`config.mk`:
```
export PLATFORM = sky130hd
export DESIGN_NAME = fetch_sequencer_flat
export DESIGN_NICKNAME = d
export VERILOG_FILES = /design/src/rtl/fetch_pkg.sv /design/src/rtl/fetch_sequencer_if.sv /design/src/rtl/fetch_sequencer.sv /design/src/flat_wrapper.sv
export SDC_FILE = /design/constraint.sdc
export NUM_CORES = 1
export LEC_CHECK = 0
export BUFFER_PORTS_ARGS = -buffer_cell sky130_fd_sc_hd__buf_4
export CORE_UTILIZATION = 55
export DETAILED_ROUTE_END_ITERATION = 10
export PLACE_DENSITY = 0.84
export SYNTH_ARGS = -nofsm -noshare
export SYNTH_HDL_FRONTEND = slang
export SYNTH_SLANG_ARGS = --single-unit
```
`constraint.sdc`:
```
create_clock -name clock -period 3.6 [get_ports clock]
set_clock_uncertainty 0.05 [all_clocks]
set_input_delay 0.18 -clock clock [delete_from_list [all_inputs] [get_ports clock]]
set_output_delay 0.18 -clock clock [all_outputs]
set_load 0.02 [all_outputs]
```
`src/rtl/fetch_pkg.sv`:
```
// Shared definitions for the instruction fetch sequencer: state encodings, halt opcode, counter width.
// Optional feature macro: SINGLE_STEP_EN adds the STEP_WAIT state.
package fetch_pkg;

  localparam int          FETCH_CNT_W    = 16;
  localparam logic [7:0]  HALT_INSTR_DEF = 8'h30;

  localparam logic [2:0] ST_IDLE      = 3'd0;
  localparam logic [2:0] ST_ISSUE     = 3'd1;
  localparam logic [2:0] ST_CAPTURE   = 3'd2;
  localparam logic [2:0] ST_PRESENT   = 3'd3;
  localparam logic [2:0] ST_HALTED    = 3'd4;
  localparam logic [2:0] ST_STEP_WAIT = 3'd5;

`ifdef SINGLE_STEP_EN
  typedef enum logic [2:0] {
    S_IDLE      = ST_IDLE,
    S_ISSUE     = ST_ISSUE,
    S_CAPTURE   = ST_CAPTURE,
    S_PRESENT   = ST_PRESENT,
    S_HALTED    = ST_HALTED,
    S_STEP_WAIT = ST_STEP_WAIT
  } state_t;
`else
  typedef enum logic [2:0] {
    S_IDLE    = ST_IDLE,
    S_ISSUE   = ST_ISSUE,
    S_CAPTURE = ST_CAPTURE,
    S_PRESENT = ST_PRESENT,
    S_HALTED  = ST_HALTED
  } state_t;
`endif

endpackage

```
`src/rtl/fetch_sequencer_if.sv`:
```
// Bus bundle between the fetch sequencer, instruction memory, decode and execute.
// master = sequencer side, slave = the surrounding memory/decode/execute side.
interface fetch_sequencer_if #(
  parameter int ADDR_W  = 8,
  parameter int INSTR_W = 8
);
  import fetch_pkg::*;

  logic                   start;
  logic [ADDR_W-1:0]      imem_addr;
  logic                   imem_en;
  logic [INSTR_W-1:0]     imem_data;
  logic                   instr_valid;
  logic                   instr_ready;
  logic [INSTR_W-1:0]     instr_out;
  logic [ADDR_W-1:0]      instr_pc;
  logic                   redirect_valid;
  logic [ADDR_W-1:0]      redirect_pc;
  logic                   step;
  logic                   halted;
  logic [FETCH_CNT_W-1:0] fetch_count;

  modport master (
    input  start, imem_data, instr_ready, redirect_valid, redirect_pc, step,
    output imem_addr, imem_en, instr_valid, instr_out, instr_pc, halted, fetch_count
  );

  modport slave (
    output start, imem_data, instr_ready, redirect_valid, redirect_pc, step,
    input  imem_addr, imem_en, instr_valid, instr_out, instr_pc, halted, fetch_count
  );

endinterface

```
`src/rtl/fetch_sequencer.sv`:
```
// Instruction fetch sequencer: PC, one memory read per instruction, valid/ready to decode,
// redirects from execute, stop on HALT. Macro SINGLE_STEP_EN enables single-step mode.
module fetch_sequencer
  import fetch_pkg::*;
#(
  parameter int                 ADDR_W     = 8,
  parameter int                 INSTR_W    = 8,
  parameter logic [ADDR_W-1:0]  START_PC   = '0,
  parameter logic [INSTR_W-1:0] HALT_INSTR = INSTR_W'(HALT_INSTR_DEF)
) (
  input logic               clock,
  input logic               reset,
  fetch_sequencer_if.master bus
);

  function automatic logic [FETCH_CNT_W-1:0] sat_inc(input logic [FETCH_CNT_W-1:0] v);
    return (v == '1) ? v : v + FETCH_CNT_W'(1);
  endfunction

  state_t                 state, state_nxt;
  logic [ADDR_W-1:0]      pc, pc_nxt;
  logic [INSTR_W-1:0]     instr_p1;
  logic [ADDR_W-1:0]      instr_pc_p1;
  logic                   vld_p1;
  logic                   load_p1;
  logic                   count_inc;
  logic [FETCH_CNT_W-1:0] fetch_count;

`ifndef SINGLE_STEP_EN
  logic step_unused;
  assign step_unused = bus.step;
`endif

  always_comb begin
    state_nxt = state;
    pc_nxt    = pc;
    load_p1   = 1'b0;
    count_inc = 1'b0;
    case (state)
      S_IDLE: begin
        if (bus.start) begin
          pc_nxt    = START_PC;
          state_nxt = S_ISSUE;
        end
      end
      S_ISSUE: begin
        if (bus.redirect_valid) begin
          pc_nxt = bus.redirect_pc;
        end else begin
          state_nxt = S_CAPTURE;
        end
      end
      S_CAPTURE: begin
        // A redirect discards the returning word even if it is the halt opcode.
        if (bus.redirect_valid) begin
          pc_nxt    = bus.redirect_pc;
          state_nxt = S_ISSUE;
        end else if (bus.imem_data == HALT_INSTR) begin
          state_nxt = S_HALTED;
        end else begin
          load_p1   = 1'b1;
          state_nxt = S_PRESENT;
        end
      end
      S_PRESENT: begin
        count_inc = bus.instr_ready;
        if (bus.redirect_valid) begin
          pc_nxt    = bus.redirect_pc;
          state_nxt = S_ISSUE;
        end else if (bus.instr_ready) begin
          pc_nxt    = pc + ADDR_W'(1);
`ifdef SINGLE_STEP_EN
          state_nxt = S_STEP_WAIT;
`else
          state_nxt = S_ISSUE;
`endif
        end
      end
      S_HALTED: begin
        if (bus.start) begin
          pc_nxt    = START_PC;
          state_nxt = S_ISSUE;
        end
      end
`ifdef SINGLE_STEP_EN
      S_STEP_WAIT: begin
        if (bus.redirect_valid) pc_nxt = bus.redirect_pc;
        if (bus.step) state_nxt = S_ISSUE;
      end
`endif
      default: state_nxt = S_IDLE;
    endcase
  end

  always_ff @(posedge clock) begin
    if (!reset) begin
      state       <= S_IDLE;
      pc          <= START_PC;
      fetch_count <= '0;
    end else begin
      state <= state_nxt;
      pc    <= pc_nxt;
      if (count_inc) fetch_count <= sat_inc(fetch_count);
    end
  end

  // Stage p1: capture the registered memory word for presentation to decode
  always_ff @(posedge clock) begin
    if (!reset) begin
      instr_p1    <= '0;
      instr_pc_p1 <= '0;
    end else if (load_p1) begin
      instr_p1    <= bus.imem_data;
      instr_pc_p1 <= pc;
    end
  end

  assign vld_p1 = (state == S_PRESENT);

  assign bus.imem_addr   = pc;
  assign bus.imem_en     = (state == S_ISSUE);
  assign bus.instr_valid = vld_p1;
  assign bus.instr_out   = instr_p1;
  assign bus.instr_pc    = instr_pc_p1;
  assign bus.halted      = (state == S_HALTED);
  assign bus.fetch_count = fetch_count;

endmodule

```
`src/flat_wrapper.sv`:
```
// flat-port wrapper written by rule: the top's interface ports become plain ports
module fetch_sequencer_flat import fetch_pkg::*;
#(
  parameter int                 ADDR_W     = 8,
  parameter int                 INSTR_W    = 8,
  parameter logic [ADDR_W-1:0]  START_PC   = '0,
  parameter logic [INSTR_W-1:0] HALT_INSTR = INSTR_W'(HALT_INSTR_DEF)
)
  (clock, reset, bus_start, bus_imem_data, bus_instr_ready, bus_redirect_valid, bus_redirect_pc, bus_step, bus_imem_addr, bus_imem_en, bus_instr_valid, bus_instr_out, bus_instr_pc, bus_halted, bus_fetch_count);
  fetch_sequencer_if #(.ADDR_W(ADDR_W), .INSTR_W(INSTR_W)) bus_i ();
  input logic clock;
  input logic reset;
  input wire logic [$bits(bus_i.start)-1:0] bus_start;
  input wire logic [$bits(bus_i.imem_data)-1:0] bus_imem_data;
  input wire logic [$bits(bus_i.instr_ready)-1:0] bus_instr_ready;
  input wire logic [$bits(bus_i.redirect_valid)-1:0] bus_redirect_valid;
  input wire logic [$bits(bus_i.redirect_pc)-1:0] bus_redirect_pc;
  input wire logic [$bits(bus_i.step)-1:0] bus_step;
  output wire logic [$bits(bus_i.imem_addr)-1:0] bus_imem_addr;
  output wire logic [$bits(bus_i.imem_en)-1:0] bus_imem_en;
  output wire logic [$bits(bus_i.instr_valid)-1:0] bus_instr_valid;
  output wire logic [$bits(bus_i.instr_out)-1:0] bus_instr_out;
  output wire logic [$bits(bus_i.instr_pc)-1:0] bus_instr_pc;
  output wire logic [$bits(bus_i.halted)-1:0] bus_halted;
  output wire logic [$bits(bus_i.fetch_count)-1:0] bus_fetch_count;
  assign bus_i.start = bus_start;
  assign bus_i.imem_data = bus_imem_data;
  assign bus_i.instr_ready = bus_instr_ready;
  assign bus_i.redirect_valid = bus_redirect_valid;
  assign bus_i.redirect_pc = bus_redirect_pc;
  assign bus_i.step = bus_step;
  assign bus_imem_addr = bus_i.imem_addr;
  assign bus_imem_en = bus_i.imem_en;
  assign bus_instr_valid = bus_i.instr_valid;
  assign bus_instr_out = bus_i.instr_out;
  assign bus_instr_pc = bus_i.instr_pc;
  assign bus_halted = bus_i.halted;
  assign bus_fetch_count = bus_i.fetch_count;
  fetch_sequencer #(.ADDR_W(ADDR_W), .INSTR_W(INSTR_W), .START_PC(START_PC), .HALT_INSTR(HALT_INSTR)) u_core (.clock(clock), .reset(reset), .bus(bus_i));
endmodule
```
==> impl_metrics.toml, run 1 <==
[outcome]
outcome = "finished, final reports clean"

[routing]
drt_wl_total_um = 5307
viasPerCell = 6.053
route.met3.wl_um = 347
drtIter0Drc = 137
top_layer_used = "met4"
routed-wl-met2_um = 2481
routedWlPerCell_um = 14.70
dr.pass1.iters = 5
vias = 2185
wl_met1_um = 2448
postRouteAntennaNets = 0
drc = 0

[clock_network]
clk_pin_slew_worst_paths_ns = 0.07
cts_setup_buffers = 0
htree_levels = 2
cts_tree = "yes"
cts_num_sinks = 43
root_buffer = "clkbuf_8"
insertion_delay_ns = 0.30
cts_buffer_depth = 2
cts_hold_buf = 0
cts_resized = 0
cts_buffers = 5

[global_routing]
grt.total_usage_pct = 26.14
antenna_found_initial = 0
grt_pass1_wl_um = 8783
grt-ovfl-total = 0
grt_pass1_vias = 1909
grt_max_degree = 30

[placed_design]
pre_cts_slack_ns = 1.289
gp_congestion = 0.8261
dpl.hpwl_um = 3664
post_dp_cell_area_mm2 = 0.002691
portBuffers = 63
dp_cells = 353

[sta]
fin_crit_sh_pct = 65.04
setup_slack_ns = 1.259
worst_pin_slew_ns = 0.8918
hold_viol_final = 0
min_period_ns = 2.341
tns_ns = 0
fmax_mhz = 427.1
drv_slew = 0
setup_violations = 0
rsz0062_at_grt = "no"
relSlewSlack_pct = 40.48

[setup_path]
required_ns = 3.70
crit_type = "flop to flop"
cp-start-kind = "flop"
cp_data_arrival_time_ns = 2.44
cp_max_fo = 17
cp-end-kind = "flop"

[floorplan]
ios = 65
die-height_um = 65.80
design.die.area_mm2 = 0.004329
coreArea_mm2 = 0.003771
die_w_um = 65.80
rows = 22
initial_core_util_pct = 59.36

[yosys]
synth-edff-count = 0
synth-async-reset-ratio_pct = 0
ys_types = 52
ys_ff_latch = 43
synth_top_area_share_pct = 38.46
synth.area.top_cells = "dfxtp_1 38%, mux2i_1 11%, a21oi_1 4.9%, nor2_1 4.4%, nand2_1 3.9%"
avgSynthCellArea_um2 = 8.642
synth_nets = 283
postSynthCellCount = 259
syn-cell-area_mm2 = 0.002238
ys_warn_count = 0
yosysSeqAreaShare_pct = 38.46
synth_top_cell_by_area = "dfxtp_1"
ys.flop_type = "dfxtp_1"

[layout]
num_antenna_cells = 0
instances_no_fill = 361
multiInputGateArea_mm2 = 0.001267
fillers = 303
synthToLayoutAreaGrowth_pct = 24.71
final_area_mm2 = 0.002791
seqCellArea_um2 = 860.8
final_core_util_pct = 74.02
fin_nets = 336
final_common_cell = "buf_4"
layout-drive-gt1-share_pct = 24.28
layout.cells.most_common_list = "65 x buf_4, 43 x dfxtp_1, 26 x nor2_1, 25 x mux2i_1, 23 x nand2_1"

[pwr]
power_leakage_uw = 0.001095
peakVddDrop_v = 0.0003028
p_per_area_mw_per_mm2 = 357.6

[worst_hold_path]
hp-class = "input pin to flop"

[job]
cap_violations = 0
-- critical path, stage by stage, from the launching register on --
cell and delay (ns):
dfxtp_1 0.47, or4b_4 0.62, a41oi_4 0.72, mux2i_1 0.28, nor2_1 0.06
-- cell usage after synthesis, types with 3 or more instances --
master and number:
dfxtp_1 43, or3_1 4, a21oi_1 22, nand4_1 10, inv_1 4, and3_1 3, o21ai_0 6, clkbuf_1 12
or4_1 3, nand2_1 23, o31ai_1 4, nand3_1 10, buf_2 4, nand2b_1 11, mux2i_1 25, nor2_1 26
a211oi_1 3, and4_1 6
-- metal layers --
metal  vias up  track usage (%)
met5         -                0
met4         0            6.522
met3         4            6.207
met2        72            42.35
met1      1041            34.69
li1       1068                -
-- where the power goes --
group | internal [uW] | switching, uW
Sequential | 490 | 28.0
Clock | 175 | 161
Combinational | 67.5 | 77.5
-- logic make-up after synthesis --
kind of cell | synth area share (%)
flops | 38.46
simple gates | 25.99
mux | 11.18
compound gates | 18.34
buf+inv | 4.918
fa+ha+maj | 1.118
-- state kept, by name, summed over array words and instances, names as in the netlist --
signal	count
u_core.bus.fetch_count	16
u_core.bus.imem_addr	8
u_core.bus.instr_out	8
u_core.bus.instr_pc	8
u_core.state	3
-- path summary, 6_finish.rpt --
kind                            cells after the start  slack, ns                                    from                                      to
worst max register to register                      4       1.26            u_core.state[0]$_SDFFE_PN0P_    u_core.bus.instr_out[3]$_SDFFE_PN0P_
worst min-delay path                                3       0.08                        bus_imem_data[2]    u_core.bus.instr_out[2]$_SDFFE_PN0P_
worst max-delay path                                4       1.26            u_core.state[0]$_SDFFE_PN0P_    u_core.bus.instr_out[3]$_SDFFE_PN0P_
worst min register to register                      2       0.44  u_core.bus.fetch_count[4]$_SDFFE_PN0P_  u_core.bus.fetch_count[4]$_SDFFE_PN0P_
-- through the flow --
stage	power, uW	hold slack, ns
2_1_floorplan	613.5	0.2772
3_3_place_gp	669.2	0.3800
3_5_place_dp	671.2	0.3838
4_1_cts	1002	0.08399
5_1_grt	1042	0.08200
6_report	998.2	0.08494
-- layout make-up --
type                    instances  share of cell area [%]
clock buffers                   8                   3.586
inverters                       4                  0.5379
well taps                      48                   2.151
repair buffers                 65                   17.48
flip-flops and latches         43                   30.84
multi-input cells             193                   45.41
(Power assumes the default switching activity.)
==> run 2, diff against run 1 <==
Settings changed: ABC_AREA set to 1, CORE_UTILIZATION 55 to 52, PLACE_DENSITY 0.84 to 0.79.
Clock period 3.6 ns to 2.45 ns, I/O delays scaled along.
==> run 2 against run 1 <==
The flow now finishes with violations (DRC); hold slack worse by 0.036 ns; synthesized cell count up 39%; register-to-register slack worse by 0.55 ns; first-iteration DRC count up 14%; sequential cell count unchanged; global-route usage down 0.83 points; critical path depth up 3; power up 76%; maximum frequency up 34%; non-clock buffer count up 2; die area up 11%.
==> impl_metrics.toml, run 2 <==
[global_routing]
grt_max_degree = 26
grt.total_usage_pct = 25.32
grt_pass1_vias = 2316
grt-ovfl-total = 0
antenna_found_initial = 0
grt_pass1_wl_um = 10050

[pwr]
power_leakage_uw = 0.001287
swShare_pct = 32.00
peakVddDrop_v = 0.0005999
p_per_area_mw_per_mm2 = 588.8
p_clk_share_pct = 31.7
sequentialPowerShare_pct = 45.5
comb_power_share_pct = 22.8
switchingPower_uw = 561.3
p_int_uw = 1193

[floorplan]
initial_core_util_pct = 54.20
design.die.area_mm2 = 0.004812
die_w_um = 69.37
rows = 24
ios = 65
coreArea_mm2 = 0.004354
die-height_um = 69.37

[yosys]
synth.area.top_cells = "dfxtp_1 36%, nand2_1 19%, a21oi_1 8.5%, nand3_1 7.0%, nor2_1 6.5%"
synth-async-reset-ratio_pct = 0
ys_ff_latch = 43
postSynthCellCount = 361
avgSynthCellArea_um2 = 6.537
synth_nets = 385
synthTopCellsByCount = "117 x nand2_1, 43 x dfxtp_1, 41 x nor2_1"
ys_warn_count = 0
ys_types = 30
yosysSeqAreaShare_pct = 36.48
ys.flop_type = "dfxtp_1"
syn-cell-area_mm2 = 0.002360
synth_top_area_share_pct = 36.48
synth-edff-count = 0
synth_top_cell_by_area = "dfxtp_1"
synth.most_common_cell = "nand2_1"

[setup_path]
cp_data_arrival_time_ns = 1.91
cp_cell_sequence = "ha_1 > nand2_2 > nor2_4 > nand3_2 > o21ai_4 > nand2_1 > a21oi_1"
crit_end = "u_core.bus.fetch_count[15]$_SDFFE_PN0P_"
cp_max_fo = 14
reg2reg_to = "u_core.bus.fetch_count[15]$_SDFFE_PN0P_"
r2r_cells = 7
required_ns = 2.62
startpoint = "u_core.bus.fetch_count[1]$_SDFFE_PN0P_"
cp-start-kind = "flop"
cp_slowest_cell = "dfxtp_1"
cp-end-kind = "flop"
slowest_delay_ns = 0.42
r2r-start = "u_core.bus.fetch_count[1]$_SDFFE_PN0P_"
crit_type = "flop to flop"
r2r_setup_slack_ns = 0.71

[clock_network]
cts_setup_buffers = 0
insertion_delay_ns = 0.30
cts_buffers = 5
cts_hold_buf = 0
cts_num_sinks = 43
cts_tree = "yes"
htree_levels = 2
cts_buffer_depth = 2
clk_pin_slew_worst_paths_ns = 0.09
root_buffer = "clkbuf_8"
cts_resized = 0

[sta]
worst_pin_slew_ns = 0.4115
drv_slew = 0
fmax_mhz = 573.6
fin_crit_sh_pct = 71.16
setup_violations = 0
min_period_ns = 1.743
rsz0062_at_grt = "no"
relSlewSlack_pct = 72.47
hold_viol_final = 0
tns_ns = 0

[worst_hold_path]
hp-class = "input pin to flop"
worstHoldPathCells = 3

[routing]
drc = 1
viasPerCell = 5.276
vias = 2522
dr.pass1.iters = 7
drt_wl_total_um = 5916
drtIter0Drc = 156
routedWlPerCell_um = 12.38
postRouteAntennaNets = 0

[layout]
num_antenna_cells = 0
regMostFlops = "u_core.bus.fetch_count"
final_common_cell = "nand2_1"
fin_nets = 449
layout.cells.most_common_list = "117 x nand2_1, 67 x buf_4, 43 x dfxtp_1, 41 x nor2_1, 40 x a21oi_1"
fillers = 407
largest_reg_flops = 16
synthToLayoutAreaGrowth_pct = 26.25
layout-drive-gt1-share_pct = 21.83
final_area_mm2 = 0.002979

[placed_design]
portBuffers = 63
gp_congestion = 0.8806
post_dp_cell_area_mm2 = 0.002867
dpl.hpwl_um = 4333

[job]
cap_violations = 0

[outcome]
violations = "DRC"
outcome = "complete, but fails checks"
## run 2: how the worst min path moves through the flow
stage | startpoint | endpoint | slack (ns)
floorplan | bus_imem_data[0] | u_core.bus.instr_out[0]$_SDFFE_PN0P_ | 0.22
global route | bus_imem_data[2] | u_core.bus.instr_out[2]$_SDFFE_PN0P_ | 0.05
CTS | bus_imem_data[0] | u_core.bus.instr_out[0]$_SDFFE_PN0P_ | 0.04
finish | bus_imem_data[0] | u_core.bus.instr_out[0]$_SDFFE_PN0P_ | 0.05
detailed placement | bus_imem_data[0] | u_core.bus.instr_out[0]$_SDFFE_PN0P_ | 0.36
global placement | bus_imem_data[0] | u_core.bus.instr_out[0]$_SDFFE_PN0P_ | 0.35
## run 2: cell families (layout without fill, tap and decap cells)
logic type | count (synthesis) | count (layout) | synth area share [%]
xor+xnor | 8 | 8 | 2.969
buf+inv | 38 | 103 | 7.052
fa+ha+maj | 2 | 2 | 1.060
simple gates | 214 | 214 | 39.82
flops | 43 | 43 | 36.48
compound gates | 56 | 56 | 12.62
## run 2: metrics by stage
stage / util, % / worst slack (ns) / total power (uW) / instances / hold WS (ns)
after CTS: 68.42 / 0.7282 / 1763 / 478 / 0.04257
after global routing: 68.42 / 0.5771 / 1836 / 478 / 0.04882
after detailed placement: 65.83 / 0.7549 / 1208 / 470 / 0.3567
after floorplan: - / 0.7793 / 1059 / 361 / 0.2207
after global placement: 65.83 / 0.7916 / 1200 / 470 / 0.3488
final: 68.42 / 0.7066 / 1754 / 478 / 0.04933
## run 2: metal layers
metal | track usage, % | vias to the layer above | part of all wire (%)
met5 | 0 | - | 0
met4 | 7.937 | 0 | 1.1
met3 | 6.686 | 8 | 5.7
met2 | 43.04 | 68 | 49
met1 | 31.11 | 1149 | 44
li1 | - | 1297 | -
## run 2: worst max-delay path: cells and delay by family, from the launching register on
kind | cells | cell delay (ns)
flops | 1 | 0.42
simple gates | 4 | 0.43
fa+ha+maj | 1 | 0.23
compound gates | 2 | 0.53
## run 2: power by group through the flow
stage	clock, uW	sequential [uW]	combinational (uW)
floorplan	0	840	219
global placement	0	812	388
detailed placement	0	812	395
CTS	569	796	398
global route	594	804	438
finish	557	798	399
## run 2: layout make-up
type	count	area [um2]	share of cell area (%)
Multi-Input combinational cell	280	1333	44.73
Sequential cell	43	860.8	28.90
Clock buffer	5	68.82	2.310
Inverter	28	105.1	3.528
Clock inverter	3	43.79	1.470
Tap cell	52	65.06	2.184
Timing Repair Buffer	67	503.0	16.88
==> run 3, diff against run 2 <==
Clock period 2.45 ns to 1.62 ns, I/O delays scaled along.
==> run 3 against run 2 <==
The run ends with setup timing left; hold slack got worse by 0.026 ns; cell area up 9.0%; die area did not move; critical endpoint is now u_core.bus.fetch_count[6]$_SDFFE_PN0P_; largest power group unchanged.
==> impl_metrics.toml, run 3 (synthesis gave the netlist of run 2 again) <==
[global_routing]
grt_pass1_vias = 2564
grt_pass1_wl_um = 10600
grt_max_degree = 19
grt.total_usage_pct = 26.44
antenna_found_initial = 0
grt-ovfl-total = 0

[placed_design]
dpl.hpwl_um = 4524
post_dp_cell_area_mm2 = 0.003009
pre_cts_slack_ns = 0.04958
gp_congestion = 0.8181
portBuffers = 63

[setup_path]
crit_end = "u_core.bus.fetch_count[6]$_SDFFE_PN0P_"
cp_data_arrival_time_ns = 1.81
r2r_cells = 8
reg2reg_to = "u_core.bus.fetch_count[6]$_SDFFE_PN0P_"
cp_cell_sequence = "ha_4 > nand2_4 > nor2_4 > nand3_4 > o21ai_4 > clkbuf_16 > nand2_2 > a21oi_2"
cp_max_fo = 7
required_ns = 1.80
r2r-start = "u_core.bus.fetch_count[1]$_SDFFE_PN0P_"
cp-end-kind = "flop"
crit_type = "flop to flop"
startpoint = "u_core.bus.fetch_count[1]$_SDFFE_PN0P_"
cp-start-kind = "flop"
r2r_setup_slack_ns = -0.003
slowest_delay_ns = 0.38
cp_slowest_cell = "dfxtp_4"

[layout]
final_core_util_pct = 74.57
largest_reg_flops = 16
regMostFlops = "u_core.bus.fetch_count"
num_antenna_cells = 0
final_common_cell = "nand2_1"
layout-drive-gt1-share_pct = 28.60
synthToLayoutAreaGrowth_pct = 37.59
fin_nets = 468
final_area_mm2 = 0.003247
layout.cells.most_common_list = "111 x nand2_1, 84 x buf_4, 41 x nor2_1, 41 x dfxtp_1, 33 x nand3_1"

[clock_network]
cts_buffers = 5
clk_pin_slew_worst_paths_ns = 0.08
htree_levels = 2
root_buffer = "clkbuf_8"
cts_tree = "yes"
cts_buffer_depth = 2
insertion_delay_ns = 0.29
cts_num_sinks = 43

[worst_hold_path]
hp-class = "input pin to flop"

[pwr]
peakVddDrop_v = 0.0006291
p_per_area_mw_per_mm2 = 822.0
power_uw = 2669
power_leakage_uw = 0.001417

[sta]
worst_pin_slew_ns = 0.3084
drv_slew = 0
setup_slack_ns = -0.003448
tns_ns = -0.003448
rsz0062_at_grt = "yes"
setup_violations = 1
min_period_ns = 1.623
hold_viol_final = 0
fin_crit_sh_pct = 100.2
relSlewSlack_pct = 79.36
fmax_mhz = 616.0

[job]
cap_violations = 0

[floorplan]
design.die.area_mm2 = 0.004812
initial_core_util_pct = 54.20
coreArea_mm2 = 0.004354
ios = 65
die-height_um = 69.37
rows = 24
die_w_um = 69.37

[routing]
drtIter0Drc = 187
vias = 2659
routedWlPerCell_um = 12.99
postRouteAntennaNets = 0
drt_wl_total_um = 6441
viasPerCell = 5.361
dr.pass1.iters = 6
drc = 0

[outcome]
violations = "setup timing"
outcome = "complete, but fails checks"
## run 3: cell types whose count changed in the layout (fill, tap and decap cells not counted), moves of 2 or more
cell     before  now
a21oi_1      40   32
a21oi_2       1    9
buf_4        67   84
dfxtp_1      43   41
nand2_1     117  111
nand2_4       0    6
## run 3: timing repair
action                     4_1_cts  5_1_grt
buffers inserted                 0        1
gates resized for setup          0       26
setup endpoints to repair        0       20
hold buffers                     0        0
## run 3: metrics by stage
stage / instances / hold WS [ns]
floorplan: 361 / 0.1792
global placement: 487 / 0.3071
detailed placement: 487 / 0.3284
CTS: 494 / 0.02044
global route: 496 / 0.03447
finish: 496 / 0.02349
## run 3: area by class of cell
class	instances	area, um2
multi-input combinational	280	1433
fill	358	1107
sequential	43	865.8
timing repair buffer	86	675.6
inverter	28	105.1
clock buffer	6	72.57
tap	52	65.06
clock inverter	1	30.03
## run 3: critical path: cells and delay by family, from the launching register on
family	cells	cell delay, ns
AOI/OAI and AO/OA	2	0.38
adders and majority gates	1	0.16
buffers and inverters	1	0.21
DFF	1	0.38
and+or+nand+nor	4	0.38
## run 3: metal layers
layer | GRT usage, % | part of all wire, % | vias up
met1 | 30.80 | 41 | 1228
met2 | 47.90 | 51 | 88
met5 | 0 | 0 | -
li1 | - | - | 1328
met4 | 7.483 | 1.7 | 0
met3 | 6.250 | 6.4 | 15
## run 3: worst min-delay path by stage
stage                           startpoint                                    to  cells past startpoint
final                     bus_imem_data[5]  u_core.bus.instr_out[5]$_SDFFE_PN0P_                      3
after global routing      bus_imem_data[0]  u_core.bus.instr_out[0]$_SDFFE_PN0P_                      3
after CTS                 bus_imem_data[5]  u_core.bus.instr_out[5]$_SDFFE_PN0P_                      3
after detailed placement  bus_imem_data[5]  u_core.bus.instr_out[5]$_SDFFE_PN0P_                      3
after global placement    bus_imem_data[0]  u_core.bus.instr_out[0]$_SDFFE_PN0P_                      3
after floorplan           bus_imem_data[0]  u_core.bus.instr_out[0]$_SDFFE_PN0P_                      2
## run 3: power breakdown
part	switching [uW]	internal (uW)	leakage (uW)
combinational	405	260	0.00102
clock	362	452	0.0000513
sequential	72.0	1120	0.000349
total	840	1830	0.00142
